File: config.mk
export PLATFORM = sky130hd
export DESIGN_NAME = id_issue_ctrl
export DESIGN_NICKNAME = d
export VERILOG_FILES = /design/src/rtl/id_issue_ctrl_pkg.sv /design/src/rtl/id_issue_ctrl_scoreboard.sv /design/src/rtl/id_issue_ctrl.sv
export SDC_FILE = /design/constraint.sdc
export NUM_CORES = 1
export LEC_CHECK = 0
export BUFFER_PORTS_ARGS = -buffer_cell sky130_fd_sc_hd__buf_4
export CAP_MARGIN = 5
export CORE_MARGIN = 1
export CORE_UTILIZATION = 55
export DETAILED_ROUTE_END_ITERATION = 8
export GPL_ROUTABILITY_DRIVEN = 0
export PLACE_DENSITY = 0.84
export REMOVE_ABC_BUFFERS = 1
export SYNTH_ARGS = -nofsm -noshare
export SYNTH_HDL_FRONTEND = slang
export SYNTH_SLANG_ARGS = --single-unit
File: constraint.sdc
create_clock -name clk -period 4.2 [get_ports clk]
set_clock_uncertainty 0.15 [all_clocks]
set_input_delay 0.42 -clock clk [delete_from_list [all_inputs] [get_ports clk]]
set_output_delay 0.42 -clock clk [all_outputs]
set_load 0.01 [all_outputs]
File: src/rtl/id_issue_ctrl_pkg.sv
// Shared types and constants for the decode-to-execute issue controller.
// Optional macro ISSUE_WB_BYPASS_EN changes scoreboard hazard timing (see issue_scoreboard).
package id_issue_ctrl_pkg;

    localparam int REG_W = 5;
    localparam logic [REG_W-1:0] REG_X0 = '0;

    typedef enum logic [1:0] {
        ST_IDLE  = 2'd0,
        ST_CHECK = 2'd1,
        ST_ISSUE = 2'd2
    } state_t;

    typedef struct packed {
        logic             rs1_ren;
        logic [REG_W-1:0] rs1;
        logic             rs2_ren;
        logic [REG_W-1:0] rs2;
        logic             rd_wen;
        logic [REG_W-1:0] rd;
    } instr_t;

    function automatic logic is_x0(input logic [REG_W-1:0] r);
        return r == REG_X0;
    endfunction

endpackage

File: src/rtl/id_issue_ctrl_scoreboard.sv
// In-order FIFO of destination registers for in-flight writers, with match lookup.
// With ISSUE_WB_BYPASS_EN defined, the entry retiring this cycle is invisible to match/full.
module issue_scoreboard
    import id_issue_ctrl_pkg::*;
#(
    parameter int DEPTH = 4,
    parameter int PTR_W = $clog2(DEPTH)
) (
    input  logic             clk,
    input  logic             rst,
    input  logic             push,
    input  logic [REG_W-1:0] push_rd,
    input  logic             pop,
    input  logic [REG_W-1:0] rs1,
    input  logic [REG_W-1:0] rs2,
    output logic             rs1_match,
    output logic             rs2_match,
    output logic             full,
    output logic             empty,
    output logic             underflow,
    output logic [PTR_W:0]   count
);

    localparam logic [PTR_W:0]   FULL_CNT = (PTR_W + 1)'(DEPTH);
    localparam logic [PTR_W:0]   CNT_ONE  = (PTR_W + 1)'(1);
    localparam logic [PTR_W-1:0] PTR_ONE  = PTR_W'(1);

    logic [DEPTH-1:0] valid_q, valid_d;
    logic [REG_W-1:0] rd_q [DEPTH];
    logic [REG_W-1:0] rd_d [DEPTH];
    logic [PTR_W-1:0] wr_ptr_q, wr_ptr_d;
    logic [PTR_W-1:0] rd_ptr_q, rd_ptr_d;
    logic [PTR_W:0]   count_q, count_d;
    logic             underflow_q, underflow_d;

    logic             pop_ok;
    logic             push_ok;
    logic             head_leaving;
    logic [DEPTH-1:0] live;

    assign empty   = (count_q == '0);
    assign pop_ok  = pop & ~empty;
    assign push_ok = push & ((count_q != FULL_CNT) | pop_ok);

`ifdef ISSUE_WB_BYPASS_EN
    assign head_leaving = pop_ok;
`else
    assign head_leaving = 1'b0;
`endif

    assign full      = (count_q == FULL_CNT) & ~head_leaving;
    assign count     = count_q;
    assign underflow = underflow_q;

    always_comb begin
        live      = valid_q;
        rs1_match = 1'b0;
        rs2_match = 1'b0;
        for (int i = 0; i < DEPTH; i++) begin
            if (head_leaving && (rd_ptr_q == PTR_W'(i))) begin
                live[i] = 1'b0;
            end
            if (live[i] && (rd_q[i] == rs1)) begin
                rs1_match = 1'b1;
            end
            if (live[i] && (rd_q[i] == rs2)) begin
                rs2_match = 1'b1;
            end
        end
    end

    // Push after pop so a full FIFO popping and pushing the same slot keeps the new entry.
    always_comb begin
        valid_d     = valid_q;
        rd_d        = rd_q;
        wr_ptr_d    = wr_ptr_q;
        rd_ptr_d    = rd_ptr_q;
        count_d     = count_q;
        underflow_d = underflow_q | (pop & empty);
        if (pop_ok) begin
            valid_d[rd_ptr_q] = 1'b0;
            rd_ptr_d          = rd_ptr_q + PTR_ONE;
        end
        if (push_ok) begin
            valid_d[wr_ptr_q] = 1'b1;
            rd_d[wr_ptr_q]    = push_rd;
            wr_ptr_d          = wr_ptr_q + PTR_ONE;
        end
        case ({push_ok, pop_ok})
            2'b10:   count_d = count_q + CNT_ONE;
            2'b01:   count_d = count_q - CNT_ONE;
            default: count_d = count_q;
        endcase
    end

    always_ff @(posedge clk) begin
        if (rst) begin
            valid_q     <= '0;
            wr_ptr_q    <= '0;
            rd_ptr_q    <= '0;
            count_q     <= '0;
            underflow_q <= 1'b0;
            for (int i = 0; i < DEPTH; i++) begin
                rd_q[i] <= '0;
            end
        end else begin
            valid_q     <= valid_d;
            rd_q        <= rd_d;
            wr_ptr_q    <= wr_ptr_d;
            rd_ptr_q    <= rd_ptr_d;
            count_q     <= count_d;
            underflow_q <= underflow_d;
        end
    end

endmodule

File: src/rtl/id_issue_ctrl.sv
// Issue controller: holds one decoded instruction, stalls on RAW/full hazards, issues to execute.
// Optional macro ISSUE_WB_BYPASS_EN lets a same-cycle retire clear a hazard one cycle earlier.
module id_issue_ctrl
    import id_issue_ctrl_pkg::*;
#(
    parameter int DEPTH = 4,
    parameter int PTR_W = $clog2(DEPTH)
) (
    input  logic             clk,
    input  logic             rst,
    input  logic             i_dec_req,
    output logic             o_dec_ack,
    input  logic             i_rs1_ren,
    input  logic [REG_W-1:0] i_rs1,
    input  logic             i_rs2_ren,
    input  logic [REG_W-1:0] i_rs2,
    input  logic             i_rd_wen,
    input  logic [REG_W-1:0] i_rd,
    output logic             o_issue_req,
    input  logic             i_issue_ack,
    input  logic             i_wb_retire,
    input  logic             i_flush,
    output logic             o_stall,
    output logic             o_busy,
    output logic [PTR_W:0]   o_inflight,
    output logic             o_underflow
);

    state_t state_q, state_d;
    instr_t instr_q, instr_d;

    logic rs1_match;
    logic rs2_match;
    logic sb_full;
    logic sb_empty;
    logic dec_fire;
    logic hazard;
    logic push;

    issue_scoreboard #(
        .DEPTH (DEPTH),
        .PTR_W (PTR_W)
    ) u_scoreboard (
        .clk       (clk),
        .rst       (rst),
        .push      (push),
        .push_rd   (instr_q.rd),
        .pop       (i_wb_retire),
        .rs1       (instr_q.rs1),
        .rs2       (instr_q.rs2),
        .rs1_match (rs1_match),
        .rs2_match (rs2_match),
        .full      (sb_full),
        .empty     (sb_empty),
        .underflow (o_underflow),
        .count     (o_inflight)
    );

    assign dec_fire = i_dec_req & o_dec_ack;

    assign hazard = (instr_q.rs1_ren & ~is_x0(instr_q.rs1) & rs1_match)
                  | (instr_q.rs2_ren & ~is_x0(instr_q.rs2) & rs2_match)
                  | (instr_q.rd_wen  & ~is_x0(instr_q.rd)  & sb_full);

    // A flush beats a simultaneous ack, so the dropped instruction never enters the scoreboard.
    assign push = (state_q == ST_ISSUE) & i_issue_ack & ~i_flush
                & instr_q.rd_wen & ~is_x0(instr_q.rd);

    always_comb begin
        state_d = state_q;
        instr_d = instr_q;
        unique case (state_q)
            ST_IDLE: begin
                if (dec_fire && !i_flush) begin
                    instr_d.rs1_ren = i_rs1_ren;
                    instr_d.rs1     = i_rs1;
                    instr_d.rs2_ren = i_rs2_ren;
                    instr_d.rs2     = i_rs2;
                    instr_d.rd_wen  = i_rd_wen;
                    instr_d.rd      = i_rd;
                    state_d         = ST_CHECK;
                end
            end
            ST_CHECK: begin
                if (i_flush) begin
                    state_d = ST_IDLE;
                end else if (!hazard) begin
                    state_d = ST_ISSUE;
                end
            end
            ST_ISSUE: begin
                if (i_flush || i_issue_ack) begin
                    state_d = ST_IDLE;
                end
            end
            default: state_d = ST_IDLE;
        endcase
    end

    always_ff @(posedge clk) begin
        if (rst) begin
            state_q <= ST_IDLE;
            instr_q <= '0;
        end else begin
            state_q <= state_d;
            instr_q <= instr_d;
        end
    end

    assign o_dec_ack   = (state_q == ST_IDLE);
    assign o_issue_req = (state_q == ST_ISSUE);
    assign o_stall     = (state_q == ST_CHECK) & hazard;
    assign o_busy      = (state_q != ST_IDLE) | ~sb_empty;

endmodule
## Word level (Yosys, flattened, before mapping)

Cells that the tools add are included.

- Flip-flop bits (word level): 52
- Input bits: 24
- Output and inout bits: 8
- Word-level logic and storage cells: 118

- $add $sub $neg: 4
- $lt $le $gt $ge: 6
- Equality and inequality tests: 17
- Multiplexer cells: 23
- Bitwise gates (word level): 29
- Reductions and logical operators: 23

Operators with widths:

| kind | number |
|---|---|
| $eq 5x5->1 | 8 |
| $bwmux 20 | 1 |
| $and 1x1->1 | 15 |
| $logic_not 5->1 | 3 |
| $logic_and 1x1->1 | 12 |
| $demux 5 s2 | 1 |
| $mux 1 | 10 |
| $mux 2 | 4 |
| $mux 4 | 2 |
| $lt 2x3->1 const B | 2 |
| $ne 3x3->1 const B | 2 |
| $pmux 2 s3 | 1 |
| $pmux 3 s2 | 1 |
| $mux 5 | 1 |
| $not 1->1 | 5 |
| $or 1x1->1 | 5 |
| $add 2x1->2 const B | 2 |
| $and 4x4->4 | 1 |
| $demux 1 s2 | 2 |
| $eq 2x1->1 const B | 2 |
| $eq 2x2->1 const B | 2 |
| $ge 2x1->1 const B | 2 |
| $ne 2x1->1 const B | 2 |
| $not 4->4 | 1 |
| 14 further kinds | 15 |

## Depth between registers and ports, before layout

- Depth after elaboration: 12
- Gate-level depth with buffers: 9
- Depth with buffers taken out: 8

## Hierarchy

Synthesis repeated with hierarchy kept, for this count alone.

- Cell total of the unflattened synthesis: 326
- Area, all modules: 2,691.3 µm²

By module, submodules not included:

| module | instances | cells each | area each (µm²) | sequential area each (µm²) |
|---|---|---|---|---|
| issue_scoreboard | 1 | 225 | 1,849.3 | 640.6 |
| id_issue_ctrl | 1 | 101 | 842.1 | 400.4 |

## Worst setup path after synthesis

No wires, ideal clock.

- Kind: register -> register
- Start point: register instr_q[0] (netlist name)
- End point: register u_scoreboard.count_q[2], in the netlist u_scoreboard.count[2]
- Setup time: 0.128 ns
- Arrival time: 1.926 ns
- Data required time: 3.922 ns
- Setup slack: 1.997 ns
- Cell stages (with the launch flop): 8
- Path buffers: 0
- Period minus slack after synthesis: 2.203 ns
- Path through: dfxtp_1 or4_4 o211ai_1 nand2_1 fa_1 o21ai_0 xnor2_1 nor2_1

- Word-level cells in the longest chain between the ends: 6
- Elaborated cells on any way between the ends: 8
- Those cells by class: 2 x eq/ne; 1 x mux; 3 x bitwise; 2 x reduce/logical

RTL lines:

| what | line | RTL |
|---|---|---|
| start: declaration | id_issue_ctrl.sv:30 | `instr_t instr_q, instr_d;` |
| start signal: assignment | id_issue_ctrl.sv:106 | `instr_q <= instr_d;` |
| $logic_not 5->1 (*) | id_issue_ctrl_pkg.sv:24 | `return r == REG_X0;` |
| $not 1->1 (*) | id_issue_ctrl.sv:67 | `& instr_q.rd_wen & ~is_x0(instr_q.rd);` |
| $and 1x1->1 (*) | id_issue_ctrl.sv:67 |  |
| $and 1x1->1 (*) | id_issue_ctrl_scoreboard.sv:43 | `assign push_ok = push & ((count_q != FULL_CNT) \| pop_ok);` |
| $eq 2x1->1 or $eq 2x2->1 (tied branches) | id_issue_ctrl_scoreboard.sv:89 | `case ({push_ok, pop_ok})` |
| $pmux 3 s2 or $reduce_bool 2->1 (tied branches) | -- |  |
| end signal: assignment | id_issue_ctrl_scoreboard.sv:111 | `count_q <= count_d;` |
| end: declaration | id_issue_ctrl_scoreboard.sv:33 | `logic [PTR_W:0] count_q, count_d;` |

Mark *: on every way between the ends. The rest lies on a longest branch, timed or not.
A chain may end at the register's enable or synchronous reset.

## Worst setup path in the final report

- Start point: register instr_q[7] (netlist name)
- End point: output port o_stall

- Word-level cells in the longest chain between the ends: 10
- Elaborated cells on any way between the ends: 19
- Those cells by class: 4 x eq/ne; 4 x mux; 6 x bitwise; 5 x reduce/logical

RTL lines:

| what | line | RTL |
|---|---|---|
| $eq 5x5->1 | id_issue_ctrl_scoreboard.sv:66 | `if (live[i] && (rd_q[i] == rs2)) begin` |
| $logic_and 1x1->1 | id_issue_ctrl_scoreboard.sv:66 |  |
| $mux 1 (4 in a row) | id_issue_ctrl_scoreboard.sv:66 |  |
| $and 1x1->1 (*) | id_issue_ctrl.sv:62 | `\| (instr_q.rs2_ren & ~is_x0(instr_q.rs2) & rs2_match)` |
| $or 1x1->1 (*) | id_issue_ctrl.sv:62 |  |
| $or 1x1->1 (*) | id_issue_ctrl.sv:63 | `\| (instr_q.rd_wen & ~is_x0(instr_q.rd) & sb_full);` |
| $and 1x1->1 (*) | id_issue_ctrl.sv:112 | `assign o_stall = (state_q == ST_CHECK) & hazard;` |
| end: declaration | id_issue_ctrl.sv:23 | `output logic o_stall,` |

Marks and branches as above.

==> impl_metrics.env <==
export IMPL_cts_buffers=5
export IMPL_dp_cells=390
export IMPL_cp_end_kind="output port"
export IMPL_ir_drop_v=0.000210
export IMPL_port_buffers=31
export IMPL_synth_flop_cell="dfxtp_1"
export IMPL_synth_top_cell_area_share_pct=39.5
export IMPL_fmaxAchievable_ghz=0.359
export IMPL_synth_most_common_cell="nand2_1"
export IMPL_dp_hpwl_mm=4.28
export IMPL_yosys_register_bits=52
export IMPL_whs_path_depth=2
export IMPL_rsz0062_at_grt="false"
export IMPL_drc_errors=3
export IMPL_yosys_top_cells_count="nand2_1, dfxtp_1, a21oi_1, xor2_1, nand3_1"
export IMPL_core_area_um2=4470
export IMPL_rows=24
export IMPL_worstSkewPairLatency_ps=310
export IMPL_worstRegToRegCells=5
export IMPL_grt_max_degree=52
export IMPL_area_growth_pct=11.7
export IMPL_required_ps=3630
export IMPL_clkSinkCount=52
export IMPL_arrival_ps=2220
export IMPL_cts_setup_buffers=0
export IMPL_antenna_cells=0
export IMPL_cp_max_fo=6
export IMPL_cts_root_buffer="clkbuf_8"
export IMPL_outcome="complete, but fails checks"
export IMPL_start_util_pct=58.9
export IMPL_ys_warnings_count=0
export IMPL_cts_max_level=2
export IMPL_synth_edf_count=0
export IMPL_die_area_um2=5080
export IMPL_dr_total_vias=2286
export IMPL_path_clk_slew_ps=90
export IMPL_grt_usage_pct=26.1
export IMPL_dpl_cell_area_um2=2850
export IMPL_postCtsHoldBufs=0
export IMPL_p_leak_nw=1.22
export IMPL_hold_class="in -> reg"
export IMPL_violations="DRC"
export IMPL_drive_above_1_share_pct=12.8
export IMPL_cts_tree="done"
export IMPL_postSynth_asyncResetShare_pct=0
export IMPL_whs_ps=145
export IMPL_startpoint_type="register"
export IMPL_die_w_um=71.3
export IMPL_fillers=383
export IMPL_max_slew_margin_pct=33.6
export IMPL_synth_cells=330
export IMPL_synth_cell_types=37
export IMPL_slew_viol_final=0
export IMPL_antenna_found_initial=0
export IMPL_drt_total_wl_mm=5.95
export IMPL_grt_pass1_wl_mm=10.3
export IMPL_hold_viol=0
export IMPL_fin_crit_ps=2790
export IMPL_syn_area_um2=2640
export IMPL_cap_violations=0
export IMPL_yosys_top_cells_area="dfxtp_1, xor2_1, nand2_1, a21oi_1, nand3_1"
export IMPL_yosys_area_top_type="dfxtp_1"
export IMPL_die_h_um=71.3
export IMPL_vias_per_cell=5.76
export IMPL_nNetsFinal=378
export IMPL_worstSetupPathType="reg -> out"
export IMPL_power_density_nw_per_um2=371
export IMPL_ant_nets=0
export IMPL_syn_avg_cell_area_um2=7.99
export IMPL_design_area_um2=2950
export IMPL_cts_resized=0
export IMPL_seq_area_frac_synth_pct=39.5
export IMPL_avgRoutedWirePerCell_um=15.0
export IMPL_setup_viol=0
export IMPL_final_cells=397
export IMPL_drt_iter0_markers=142
export IMPL_fin_crit_sh_pct=66.4
export IMPL_clockBufferDepth=2
export IMPL_grt_pass1_vias=2134
export IMPL_io_pins=32
export IMPL_max_slew_worst_pin_slew_ps=992
export IMPL_tns_ps=0
export IMPL_grt_overflow=0
export IMPL_first_pass_iters=7
## cell type report
type,count,area (um2),share of cell area [%]
inverter,7,26.3,0.892
tap,52,65.1,2.21
sequential,52,1040,35.3
multi-input combinational,248,1490,50.4
timing repair buffer,31,233,7.90
clock buffer,7,96.3,3.27
## metrics by stage
stage,utilization (%),setup WS [ps],power (W)
after floorplan,-,2000,0.000705
after global placement,63.7,1640,0.000788
after detailed placement,63.7,1570,0.000799
after CTS,65.9,1420,0.00110
after global routing,65.9,1150,0.00116
final,65.9,1410,0.00109
## final timing paths
| kind | start | to | slack, ps |
|---|---|---|---|
| max | instr_q[7] | o_stall | 1410 |
| min | i_issue_ack | state_q[1] | 140 |
| max reg2reg | state_q[1] | u_scoreboard.rd_q[19] | 1640 |
| min reg2reg | instr_q[17] | instr_q[17] | 310 |
## report_power, final
part / switching [W] / leakage, nW / total (W) / internal (W)
registers: 0.0000384 / 0.422 / 0.000557 / 0.000519
logic: 0.000117 / 0.752 / 0.000229 / 0.000112
clock network: 0.000161 / 0.0503 / 0.000308 / 0.000147
## registers in the layout, summed over array words and instances, names as in the netlist
signal / flops
u_scoreboard.rd_q: 20
instr_q: 18
u_scoreboard.live: 4
u_scoreboard.count: 3
state_q: 2
u_scoreboard.rd_ptr_q: 2
u_scoreboard.wr_ptr_q: 2
u_scoreboard.underflow: 1
## cells by family (layout without fill, tap and decap cells)
group,after synthesis,in the layout,share of synthesized area [%]
flip-flops,52,52,39.5
buffers and inverters,30,45,4.55
XOR/XNOR,44,44,14.6
adder cells (fa/ha/maj),9,9,4.55
AND/OR/NAND/NOR,136,136,24.2
AO/OA/AOI/OAI,58,58,12.2
multiplexers,1,1,0.380
## routing by layer
metal  vias to the layer above  routed length [um]  GRT usage, %
met5                         -                   0             0
met4                         0                 138          10.7
met3                        13                 362          4.78
met2                        67                2970          43.4
met1                      1073                2480          33.6
li1                       1133                   -             -
## worst max-delay path, stage by stage (launching register included)
cell and delay (ps):
dfxtp_1 530, xor2_1 130, nor4_1 300, nand3_1 110, and4_1 210, o21ai_0 340, o21a_1 180, buf_4 110
## layout by cell type, fill, tap and decap left out, types with 2 or more instances in the layout
cell	synthesis	routed
clkbuf_8	0	7
dfxtp_1	52	52
o21ai_0	5	5
nor2b_1	3	3
xor2_1	32	32
a31oi_1	2	2
or4_1	2	2
nor4_1	8	8
buf_4	0	31
nand3_1	27	27
ha_1	8	8
nand2_1	74	74
inv_1	7	7
nor2_1	11	11
a21oi_1	44	44
xnor2_1	12	12
Note: power is estimated with default switching activity, not from simulation.
